### config.mk
export PLATFORM = sky130hd
export DESIGN_NAME = psx_mem_arbiter
export DESIGN_NICKNAME = d
export VERILOG_FILES = /design/src/rtl/psx_mem_arbiter.sv
export SDC_FILE = /design/constraint.sdc
export NUM_CORES = 1
export LEC_CHECK = 0
export ABC_CLOCK_PERIOD_IN_PS = 5750
export CAP_MARGIN = 20
export CORE_AREA = 2 2 646 648
export DETAILED_ROUTE_END_ITERATION = 16
export DIE_AREA = 0 0 648 650
export GPL_ROUTABILITY_DRIVEN = 0
export GPL_TIMING_DRIVEN = 0
export HOLD_SLACK_MARGIN = 0.08
export SETUP_SLACK_MARGIN = 0.05
export SLEW_MARGIN = 5
export SYNTH_ARGS = -nofsm -noshare
export SYNTH_HDL_FRONTEND = slang
export SYNTH_SLANG_ARGS = --single-unit
### constraint.sdc
create_clock -name i_clk -period 5.75 [get_ports i_clk]
set_input_delay 0.575 -clock i_clk [delete_from_list [all_inputs] [get_ports i_clk]]
set_output_delay 0.575 -clock i_clk [all_outputs]
set_load 0.03 [all_outputs]
### src/rtl/psx_mem_arbiter.sv
// psx_mem_arbiter: two-requester front end for the DDR-bridge client port.
// Each requester owns one pending slot. A three-state FSM (IDLE, ISSUE,
// WAIT_DONE) grants one slot at a time, issues a single registered command
// and waits for the bridge to finish before the next grant.
//
// Handshake: a requester pulses i_cmdN for one cycle only while o_busyN=0.
// o_busyN stays high from the cycle after the pulse until the cycle after its
// transaction completes. The bridge is ready when i_busyClient=0. A read
// completes when the bridge is not busy and i_dataValidClient=1, and a write
// completes when the bridge is not busy. The owner's o_dataValidN pulses in
// that same cycle.
//
// Build option: define PSX_MEM_ARB_FIXED_PRIO_EN to give R0 fixed priority
// over R1. When it is undefined, arbitration is round-robin.
// o_dbgState exposes the FSM state (0=IDLE, 1=ISSUE, 2=WAIT_DONE).

module psx_mem_arbiter (
    input  logic         i_clk,
    input  logic         i_nRst,

    input  logic         i_cmd0,
    input  logic         i_write0,
    input  logic [1:0]   i_size0,
    input  logic [14:0]  i_adr0,
    input  logic [2:0]   i_subAdr0,
    input  logic [15:0]  i_mask0,
    input  logic [255:0] i_data0,
    output logic         o_busy0,
    output logic         o_dataValid0,
    output logic [255:0] o_data0,

    input  logic         i_cmd1,
    input  logic         i_write1,
    input  logic [1:0]   i_size1,
    input  logic [14:0]  i_adr1,
    input  logic [2:0]   i_subAdr1,
    input  logic [15:0]  i_mask1,
    input  logic [255:0] i_data1,
    output logic         o_busy1,
    output logic         o_dataValid1,
    output logic [255:0] o_data1,

    output logic         o_command,
    output logic         o_writeElseRead,
    output logic [1:0]   o_commandSize,
    output logic [14:0]  o_targetAddr,
    output logic [2:0]   o_subAddr,
    output logic [15:0]  o_writeMask,
    output logic [255:0] o_dataClient,
    input  logic         i_busyClient,
    input  logic         i_dataValidClient,
    input  logic [255:0] i_dataClient,

    output logic [1:0]   o_dbgState
);

    typedef enum logic [1:0] {
        IDLE      = 2'd0,
        ISSUE     = 2'd1,
        WAIT_DONE = 2'd2
    } stateT;

    typedef struct packed {
        logic         write;
        logic [1:0]   size;
        logic [14:0]  adr;
        logic [2:0]   subAdr;
        logic [15:0]  mask;
        logic [255:0] data;
    } slotT;

    stateT state;
    stateT stateNext;

    slotT  slot0;
    slotT  slot1;
    slotT  grantSlot;

    logic  pend0;
    logic  pend1;
    logic  pendNext0;
    logic  pendNext1;

    // ownerId: 0 = R0, 1 = R1; valid from grant until completion
    logic  ownerValid;
    logic  ownerId;
    logic  ownerValidNext;
    logic  ownerIdNext;

    // low during the first WAIT_DONE cycle, before the bridge has raised busy
    logic  waitSeen;

    logic  grantEn;
    logic  grantSel;
    logic  done;

    // Read data is forwarded straight through; o_dataValidN qualifies it.
    assign o_data0 = i_dataClient;
    assign o_data1 = i_dataClient;

    // Capture all request fields on the requester's command pulse.
    always_ff @(posedge i_clk or negedge i_nRst) begin
        if (!i_nRst) begin
            slot0 <= '0;
            slot1 <= '0;
        end else begin
            if (i_cmd0) begin
                slot0 <= '{write: i_write0, size: i_size0, adr: i_adr0,
                           subAdr: i_subAdr0, mask: i_mask0, data: i_data0};
            end
            if (i_cmd1) begin
                slot1 <= '{write: i_write1, size: i_size1, adr: i_adr1,
                           subAdr: i_subAdr1, mask: i_mask1, data: i_data1};
            end
        end
    end

`ifdef PSX_MEM_ARB_FIXED_PRIO_EN
    // Fixed priority: R0 wins whenever it is pending.
    always_comb begin
        grantEn   = (pend0 | pend1) & ~i_busyClient;
        grantSel  = ~pend0;
        grantSlot = grantSel ? slot1 : slot0;
    end
`else
    // rrPrefer1 is 1 when R1 should win the next contested grant.
    logic rrPrefer1;

    // Round-robin: a contested grant goes to the requester not served last.
    always_comb begin
        grantEn   = (pend0 | pend1) & ~i_busyClient;
        grantSel  = (pend0 & pend1) ? rrPrefer1 : ~pend0;
        grantSlot = grantSel ? slot1 : slot0;
    end

    // Move the round-robin pointer only when a grant is actually made.
    always_ff @(posedge i_clk or negedge i_nRst) begin
        if (!i_nRst) begin
            rrPrefer1 <= 1'b0;
        end else if (state == IDLE && grantEn) begin
            rrPrefer1 <= ~grantSel;
        end
    end
`endif

    // FSM state register.
    always_ff @(posedge i_clk or negedge i_nRst) begin
        if (!i_nRst) begin
            state <= IDLE;
        end else begin
            state <= stateNext;
        end
    end

    // FSM next-state logic.
    always_comb begin
        stateNext = state;
        case (state)
            IDLE:      if (grantEn) stateNext = ISSUE;
            ISSUE:     stateNext = WAIT_DONE;
            WAIT_DONE: if (done) stateNext = IDLE;
            default:   stateNext = IDLE;
        endcase
    end

    // FSM outputs: completion detect, per-requester read-valid strobes, debug state.
    always_comb begin
        done         = (state == WAIT_DONE) & waitSeen & ~i_busyClient &
                       (o_writeElseRead | i_dataValidClient);
        o_dataValid0 = done & ~o_writeElseRead & ~ownerId;
        o_dataValid1 = done & ~o_writeElseRead &  ownerId;
        o_dbgState   = state;
    end

    // Mark the cycles in WAIT_DONE after the first one.
    always_ff @(posedge i_clk or negedge i_nRst) begin
        if (!i_nRst) begin
            waitSeen <= 1'b0;
        end else begin
            waitSeen <= (state == WAIT_DONE);
        end
    end

    // Next pending and ownership: set on request, clear on issue or completion.
    always_comb begin
        pendNext0 = pend0;
        pendNext1 = pend1;
        if (state == ISSUE) begin
            if (ownerId) begin
                pendNext1 = 1'b0;
            end else begin
                pendNext0 = 1'b0;
            end
        end
        if (i_cmd0) pendNext0 = 1'b1;
        if (i_cmd1) pendNext1 = 1'b1;

        ownerValidNext = ownerValid;
        ownerIdNext    = ownerId;
        if (state == IDLE && grantEn) begin
            ownerValidNext = 1'b1;
            ownerIdNext    = grantSel;
        end else if (done) begin
            ownerValidNext = 1'b0;
        end
    end

    // Pending bits, owner and the registered busy flags.
    always_ff @(posedge i_clk or negedge i_nRst) begin
        if (!i_nRst) begin
            pend0      <= 1'b0;
            pend1      <= 1'b0;
            ownerValid <= 1'b0;
            ownerId    <= 1'b0;
            o_busy0    <= 1'b0;
            o_busy1    <= 1'b0;
        end else begin
            pend0      <= pendNext0;
            pend1      <= pendNext1;
            ownerValid <= ownerValidNext;
            ownerId    <= ownerIdNext;
            o_busy0    <= pendNext0 | (ownerValidNext & ~ownerIdNext);
            o_busy1    <= pendNext1 | (ownerValidNext &  ownerIdNext);
        end
    end

    // Downstream command: one-cycle strobe in ISSUE; fields hold until the next grant.
    always_ff @(posedge i_clk or negedge i_nRst) begin
        if (!i_nRst) begin
            o_command       <= 1'b0;
            o_writeElseRead <= 1'b0;
            o_commandSize   <= 2'd0;
            o_targetAddr    <= 15'd0;
            o_subAddr       <= 3'd0;
            o_writeMask     <= 16'd0;
            o_dataClient    <= 256'd0;
        end else begin
            o_command <= (state == IDLE) & grantEn;
            if (state == IDLE && grantEn) begin
                o_writeElseRead <= grantSlot.write;
                o_commandSize   <= grantSlot.size;
                o_targetAddr    <= grantSlot.adr;
                o_subAddr       <= grantSlot.subAdr;
                o_writeMask     <= grantSlot.mask;
                o_dataClient    <= grantSlot.data;
            end
        end
    end

endmodule

# Word-level counts from Yosys, hierarchy flattened
# Index checks and enable logic that the tools add are counted.
# totals
input_bits,848
rom_bits,0
out_inout_bits,812
mem_bits_rw,0
latchBits,0
word_cells,70
ff_bits,890
memories,0
# op_classes
n_mux,14
eq_ne,4
addsub,0
n_lt_le_gt_ge,0
n_bitwise,21
n_reduce_logical,3
mul,0
shifts,0
div,0
# ops
operator,n
$mux 293,1
$and 1x1->1,11
$mux 1,10
$not 1->1,6
$pmux 2 s3,1
$mux 2,2
$ne 2x2->1 const B,2
$or 1x1->1,4
$eq 2x1->1 const B,1
$eq 2x2->1 const B,1
$logic_not 2->1,1
$reduce_and 2->1,1
$logic_and 1x1->1,1

# Depth between registers and ports, before layout
# Gate-level depths: netlist of run 1.
# depth
word_depth,8
mapped_depth,6
ltp_nobuf,4

# Worst setup path after synthesis of run 1
# Ideal clock, no wire load.
# synth_path
kind,reg2out
start,"register state[0], in the netlist o_dbgState[0]"
end,output o_dataValid0
setup_slack_ns,3.162
path_stages_with_launch,5
required_time_ns,5.175
path_buffers,1
t_arrival_ns,2.013
path_cell_list,dfrtp_1 nand2b_1 or4b_1 clkbuf_1 nor3_1
# synth_via
elab_chain_cells,6
# synth_lines
element,line_no,text
"start, declared",72,stateT state;
"start signal, assigned",151,state <= stateNext;
$eq 2x2->1,168,done = (state == WAIT_DONE) & waitSeen & ~i_busyClient &
$and 1x1->1 (3 in a row),168,
$and 1x1->1 (2 in a row),170,o_dataValid0 = done & ~o_writeElseRead & ~ownerId;
"end, declared",29,"output logic o_dataValid0,"
# Every way passes these cells.

# Worst setup path in the final report of run 1
# Same ends and word-level chain as after synthesis.

==> flow_metrics.env, run 1 <==
export IMPL_status="complete, no violations"
export IMPL_drive_gt1_frac=0.417
export IMPL_fin_area_um2=65800
export IMPL_nNetsFinal=5116
export IMPL_multiInputGateArea_um2=13300
export IMPL_dpl_hpwl_um=223000
export IMPL_seq_area_frac_synth=0.552
export IMPL_async_flop_share=1.00
export IMPL_hold_viol=0
export IMPL_syn_to_final_growth_pct=63.1
export IMPL_p_seq_frac=0.283
export IMPL_drtAntennaViolNets=0
export IMPL_r2r_setup_slack_ps=2610
export IMPL_start_util=0.0972
export IMPL_cts_buffers=115
export IMPL_period_share=0.647
export IMPL_combPwrFrac=0.464
export IMPL_antenna_found_initial=64
export IMPL_yosysWarningCount=0
export IMPL_rows=237
export IMPL_crit_type="reg2out"
export IMPL_h_tree_depth=3
export IMPL_grt_pass1_wl_um=320000
export IMPL_synth_ff_type="dfrtp_1"
export IMPL_path_clk_slew_ps=60
export IMPL_clock_power_share=0.254
export IMPL_layout_min_cycle_time_ps=3720
export IMPL_drcViolationCount=0
export IMPL_wl_per_cell_um=26.1
export IMPL_drt_iter0_drc=1506
export IMPL_power_switching_uw=12700
export IMPL_slew_violations=0
export IMPL_syn_inst=2728
export IMPL_critPathArrivalTime_ps=3150
export IMPL_fmax_mhz=269
export IMPL_cts_resized=0
export IMPL_final_setup_tns_ps=0
export IMPL_grt_overflow=0
export IMPL_finalSetupViolCount=0
export IMPL_ys_top_cells_by_area="dfrtp_1, mux2_2, buf_4"
export IMPL_synth_top_family_by_area="multiplexers"
export IMPL_cts_max_path_buffers=4
export IMPL_viasPerCell=2.84
export IMPL_grt_pass1_vias=28900
export IMPL_maxCapViolCount=0
export IMPL_via_count=28000
export IMPL_die_x_um=648
export IMPL_synth_area_mux_share=0.328
export IMPL_syn_area_per_cell_um2=14.8
export IMPL_p_leak_uw=0.0258
export IMPL_clock_latency_ps=840
export IMPL_startpoint_type="register"
export IMPL_netSwitchingFraction=0.418
export IMPL_synth_simple_gate_area_frac=0.00168
export IMPL_p_per_area_nw_per_um2=463
export IMPL_finClkSkew_ps=92.5
export IMPL_fillers=45800
export IMPL_ys_types=23
export IMPL_core_area_um2=415000
export IMPL_grt_max_degree=151
export IMPL_hp_class="in2reg"
export IMPL_synth_top_area_cell="dfrtp_1"
export IMPL_synth_edf_count=0
export IMPL_drt_wl_total_um=257000
export IMPL_post_cts_buffers=0
export IMPL_rsz0062_at_grt="false"
export IMPL_die_y_um=650
export IMPL_dpl_cell_area_um2=61600
export IMPL_crit_fanout=6
export IMPL_mappedNetlistNets=3576
export IMPL_synthTopCellsByCount="mux2_2, dfrtp_1, buf_4"
export IMPL_critPathCaptureType="output port"
export IMPL_ff_latch_area_um2=22300
export IMPL_first_pass_iters=4
export IMPL_synth_compound_area_share=0.00152
export IMPL_cts_tree="done"
export IMPL_yosysMostFrequentCell="mux2_2"
export IMPL_internal_power_uw=17700
export IMPL_tightest_slew_ps=1110
export IMPL_io_buffers=1401
export IMPL_synthesis_area_um2=40300
export IMPL_synth_xor_area_share=0
export IMPL_synthAdderAreaFrac=0
export IMPL_slew_headroom=0.261
export IMPL_clock_root_buffer="clkbuf_16"
export IMPL_cts_sinks=890
export IMPL_cp_required_ps=5180
export IMPL_die_area_um2=421000
export IMPL_cts_hold_fix_buffers=1
export IMPL_ys_seq_elements=890
export IMPL_grt_usage=0.118
export IMPL_synth_top_cell_area_share=0.552
export IMPL_ios=1660
export IMPL_peakVddDrop_uv=268
==> cell usage in the layout, fill, tap and decap left out, types with 3 or more instances in the layout <==
cell                n
dfrtp_1           890
clkbuf_2            8
inv_1               3
buf_6              14
buf_8              18
clkinv_4            8
a21o_1              4
inv_6               7
clkbuf_8           25
mux2_2            973
clkbuf_1           32
diode_2            18
clkbuf_16         115
bufinv_16          14
clkdlybuf4s50_1  1400
mux2_1            200
buf_12              5
clkinv_2           19
clkinvlp_4          3
buf_4             512
buf_2              77
buf_16             11
==> per-layer routing <==
metal / vias to the layer above / wire length (um) / global-route usage
li1: 12100 / - / -
met1: 14400 / 100000 / 0.134
met2: 1180 / 114000 / 0.182
met3: 248 / 37800 / 0.0794
met4: 40 / 4500 / 0.0232
met5: - / 434 / 0.00309
==> critical path, cell delays in order (launching register included) <==
cell             delay, ps
dfrtp_1                440
nand2b_1               180
or4b_1                 490
clkbuf_1               180
nor3_1                 200
clkdlybuf4s50_1        810
==> stage by stage <==
step / total power [uW] / instances / setup WS (ps) / hold WS (ps) / util
after global placement: 23600 / 9626 / -40930 / 469 / 0.148
after global routing: 32400 / 9863 / 1860 / 224 / 0.158
after detailed placement: 23600 / 9642 / 2380 / 474 / 0.148
after CTS: 31600 / 9851 / 1900 / 172 / 0.158
after floorplan: 14900 / 2728 / 3160 / 279 / -
final: 30400 / 9874 / 2030 / 295 / 0.159
==> state kept, by name, summed over array words and instances (netlist names), 2 cells and up <==
register / cells
slot0: 293
slot1: 293
o_dataClient: 256
o_writeMask: 16
o_targetAddr: 15
o_subAddr: 3
o_commandSize: 2
o_dbgState: 2
==> area by class of cell <==
class,count,share of cell area
clock inverters,55,0.0112
diodes,18,0.000685
clock buffers,153,0.0497
repair buffers,1423,0.221
flip-flops and latches,890,0.339
inverters,4,0.000304
plain buffers,643,0.0712
multi-input cells,1191,0.203
well taps,5497,0.105
==> kinds of logic (layout without fill, tap and decap cells) <==
group / after synthesis / count (layout)
AO/OA/AOI/OAI: 7 / 7
buffers and inverters: 647 / 2278
flip-flops: 890 / 890
multiplexers: 1174 / 1174
other: 0 / 18
AND/OR/NAND/NOR: 10 / 10
==> path summary, 6_finish.rpt <==
check	depth (start not counted)	to	startpoint
max	5	o_dataValid0	o_dbgState[0]$_DFFE_PN0P_
min	2	slot0[106]$_DFFE_PN0P_	i_data0[106]
max reg2reg	6	o_dataClient[182]$_DFFE_PN0N_	pend1$_DFF_PN0_
min reg2reg	1	o_dataClient[176]$_DFFE_PN0N_	o_dataClient[176]$_DFFE_PN0N_
max in group asynchronous	5	o_dataClient[113]$_DFFE_PN0N_	i_nRst
min in group asynchronous	2	slot0[210]$_DFFE_PN0P_	i_nRst
==> power by group through the flow <==
stage / logic [uW] / clock network, uW / registers, uW
after global routing: 15300 / 8240 / 8810
after global placement: 14900 / 0 / 8740
after detailed placement: 14900 / 0 / 8710
final: 14100 / 7720 / 8600
after floorplan: 4240 / 0 / 10700
after CTS: 14900 / 8020 / 8620
(Power assumes the default switching activity.)
==> run 2, diff against run 1 <==
Settings changed: ABC_CLOCK_PERIOD_IN_PS 5750 to 3400.
Clock period 5.75 ns to 3.4 ns, I/O delays scaled along.
==> flow_metrics.env, run 2 (synthesized netlist as in run 1, its figures left out) <==
export IMPL_status="complete, no violations"
export IMPL_reg_largest_list="slot0: 293 flops, slot1: 293 flops, o_dataClient: 256 flops"
export IMPL_max_stage_delay_ps=500
export IMPL_nNetsFinal=5626
export IMPL_cp_required_ps=3060
export IMPL_h_tree_depth=3
export IMPL_startpoint_type="register"
export IMPL_path_depth=5
export IMPL_drt_wl_total_um=261000
export IMPL_p_seq_frac=0.279
export IMPL_slowest_stage="dlygate4sd1_1"
export IMPL_cts_buffers=115
export IMPL_drive_gt1_frac=0.373
export IMPL_drcViolationCount=0
export IMPL_internal_power_uw=30300
export IMPL_die_x_um=648
export IMPL_combPwrFrac=0.469
export IMPL_worst_r2r_path_depth=6
export IMPL_p_leak_uw=0.0280
export IMPL_grt_pass1_vias=31700
export IMPL_critPathCaptureType="output port"
export IMPL_core_area_um2=415000
export IMPL_clock_root_buffer="clkbuf_16"
export IMPL_grt_usage=0.120
export IMPL_via_count=30100
export IMPL_grt_overflow=0
export IMPL_cp_endpoint="o_dataValid0"
export IMPL_crit_family="simple AND/OR/NAND/NOR gates"
export IMPL_cts_max_path_buffers=4
export IMPL_finalSetupViolCount=0
export IMPL_grt_pass1_wl_um=329000
export IMPL_peakVddDrop_uv=456
export IMPL_antenna_found_initial=65
export IMPL_cp_startpoint="o_dbgState[0]$_DFFE_PN0P_"
export IMPL_cts_sinks=890
export IMPL_final_cell_mix="clkdlybuf4s50_1, mux2_2, dfrtp_1"
export IMPL_timing_critical_path_cells="nand2b_1, or4b_1, clkbuf_1, nor3_1, dlygate4sd1_1"
export IMPL_path_clk_slew_ps=60
export IMPL_grt_max_degree=151
export IMPL_tightest_slew_ps=1150
export IMPL_hold_viol=0
export IMPL_viasPerCell=2.90
export IMPL_clock_power_share=0.251
export IMPL_timing_rr_end="o_dataClient[243]$_DFFE_PN0N_"
export IMPL_final_common_cell="clkdlybuf4s50_1"
export IMPL_crit_type="reg2out"
export IMPL_drt_iter0_drc=1604
export IMPL_final_setup_tns_ps=0
export IMPL_fin_ws_ps=230
export IMPL_crit_fanout=6
export IMPL_power_switching_uw=21700
export IMPL_wl_per_cell_um=25.1
export IMPL_period_share=0.932
export IMPL_rows=237
export IMPL_ios=1660
export IMPL_die_y_um=650
export IMPL_drtAntennaViolNets=0
export IMPL_layout_min_cycle_time_ps=3170
export IMPL_rsz0062_at_grt="false"
export IMPL_die_area_um2=421000
export IMPL_first_pass_iters=5
export IMPL_netSwitchingFraction=0.417
export IMPL_r2r_setup_slack_ps=380
export IMPL_crit_buf_inv=2
export IMPL_maxCapViolCount=0
export IMPL_syn_to_final_growth_pct=75.9
export IMPL_critPathArrivalTime_ps=2830
export IMPL_final_util=0.171
export IMPL_slew_headroom=0.233
export IMPL_p_per_area_nw_per_um2=734
export IMPL_dpl_hpwl_um=223000
export IMPL_rr_startpoint="pend1$_DFF_PN0_"
export IMPL_cts_tree="done"
export IMPL_finClkSkew_ps=94.7
export IMPL_hp_class="in2reg"
export IMPL_slew_violations=0
export IMPL_io_buffers=1401
export IMPL_clock_latency_ps=840
export IMPL_start_util=0.0972
export IMPL_pre_cts_slack_ps=58.6
export IMPL_fmax_mhz=316
-- run 2: power by group through the flow --
stage	sequential, uW	clock (uW)	combinational (uW)
finish	14500	13100	24400
floorplan	18000	0	7170
global placement	14800	0	25100
detailed placement	14700	0	25200
global route	14900	13900	26500
CTS	14600	13600	25800
-- run 2: worst min-delay path by stage --
| stage | startpoint | end | slack [ps] | cells past startpoint |
|---|---|---|---|---|
| 6_report | i_data0[241] | slot0[241]$_DFFE_PN0P_ | 170 | 2 |
| 5_1_grt | i_mask0[2] | slot0[258]$_DFFE_PN0P_ | 100 | 2 |
| 4_1_cts | i_data1[125] | slot1[125]$_DFFE_PN0P_ | 80 | 2 |
| 3_5_place_dp | i_nRst | slot1[210]$_DFFE_PN0P_ | 430 | 1 |
| 3_3_place_gp | o_dataClient[185]$_DFFE_PN0N_ | o_dataClient[185]$_DFFE_PN0N_ | 470 | 1 |
| 2_1_floorplan | i_nRst | o_busy0$_DFF_PN0_ | 40 | 0 |
-- run 2: repair_timing --
item	CTS	global route
cloned	0	1
endpoints found under the setup margin	9	49
hold buffers	511	0
hold endpoints to repair	662	0
gates resized for setup	4	2
buffers inserted	0	0
-- run 2: metal layers --
layer | track usage | part of all wire | vias to the layer above
met5 | 0.00332 | 0.00084 | -
met4 | 0.0232 | 0.017 | 32
met3 | 0.0760 | 0.14 | 249
met2 | 0.186 | 0.45 | 1230
met1 | 0.138 | 0.40 | 15500
li1 | - | - | 13100
-- run 2: per-stage QoR --
step | total power [uW] | instance area [um^2] | hold WS [ps] | std cells
after floorplan | 25200 | 40300 | 44.4 | 2728
after global placement | 39900 | 61200 | 469 | 9626
after detailed placement | 39900 | 61600 | 431 | 9642
after CTS | 54000 | 70700 | 81.2 | 10400
after global routing | 55300 | 70900 | 95.1 | 10400
final | 52000 | 70900 | 174 | 10400
-- run 2: area by class of cell --
cell class	instances	area (um^2)
clock inverters	55	736
fillers	45400	344000
plain buffers	643	4690
flip-flops and latches	890	22300
multi-input cells	1191	13300
inverters	4	20.0
clock buffers	153	3270
diodes	28	70.1
repair buffers	1933	19600
well taps	5497	6880
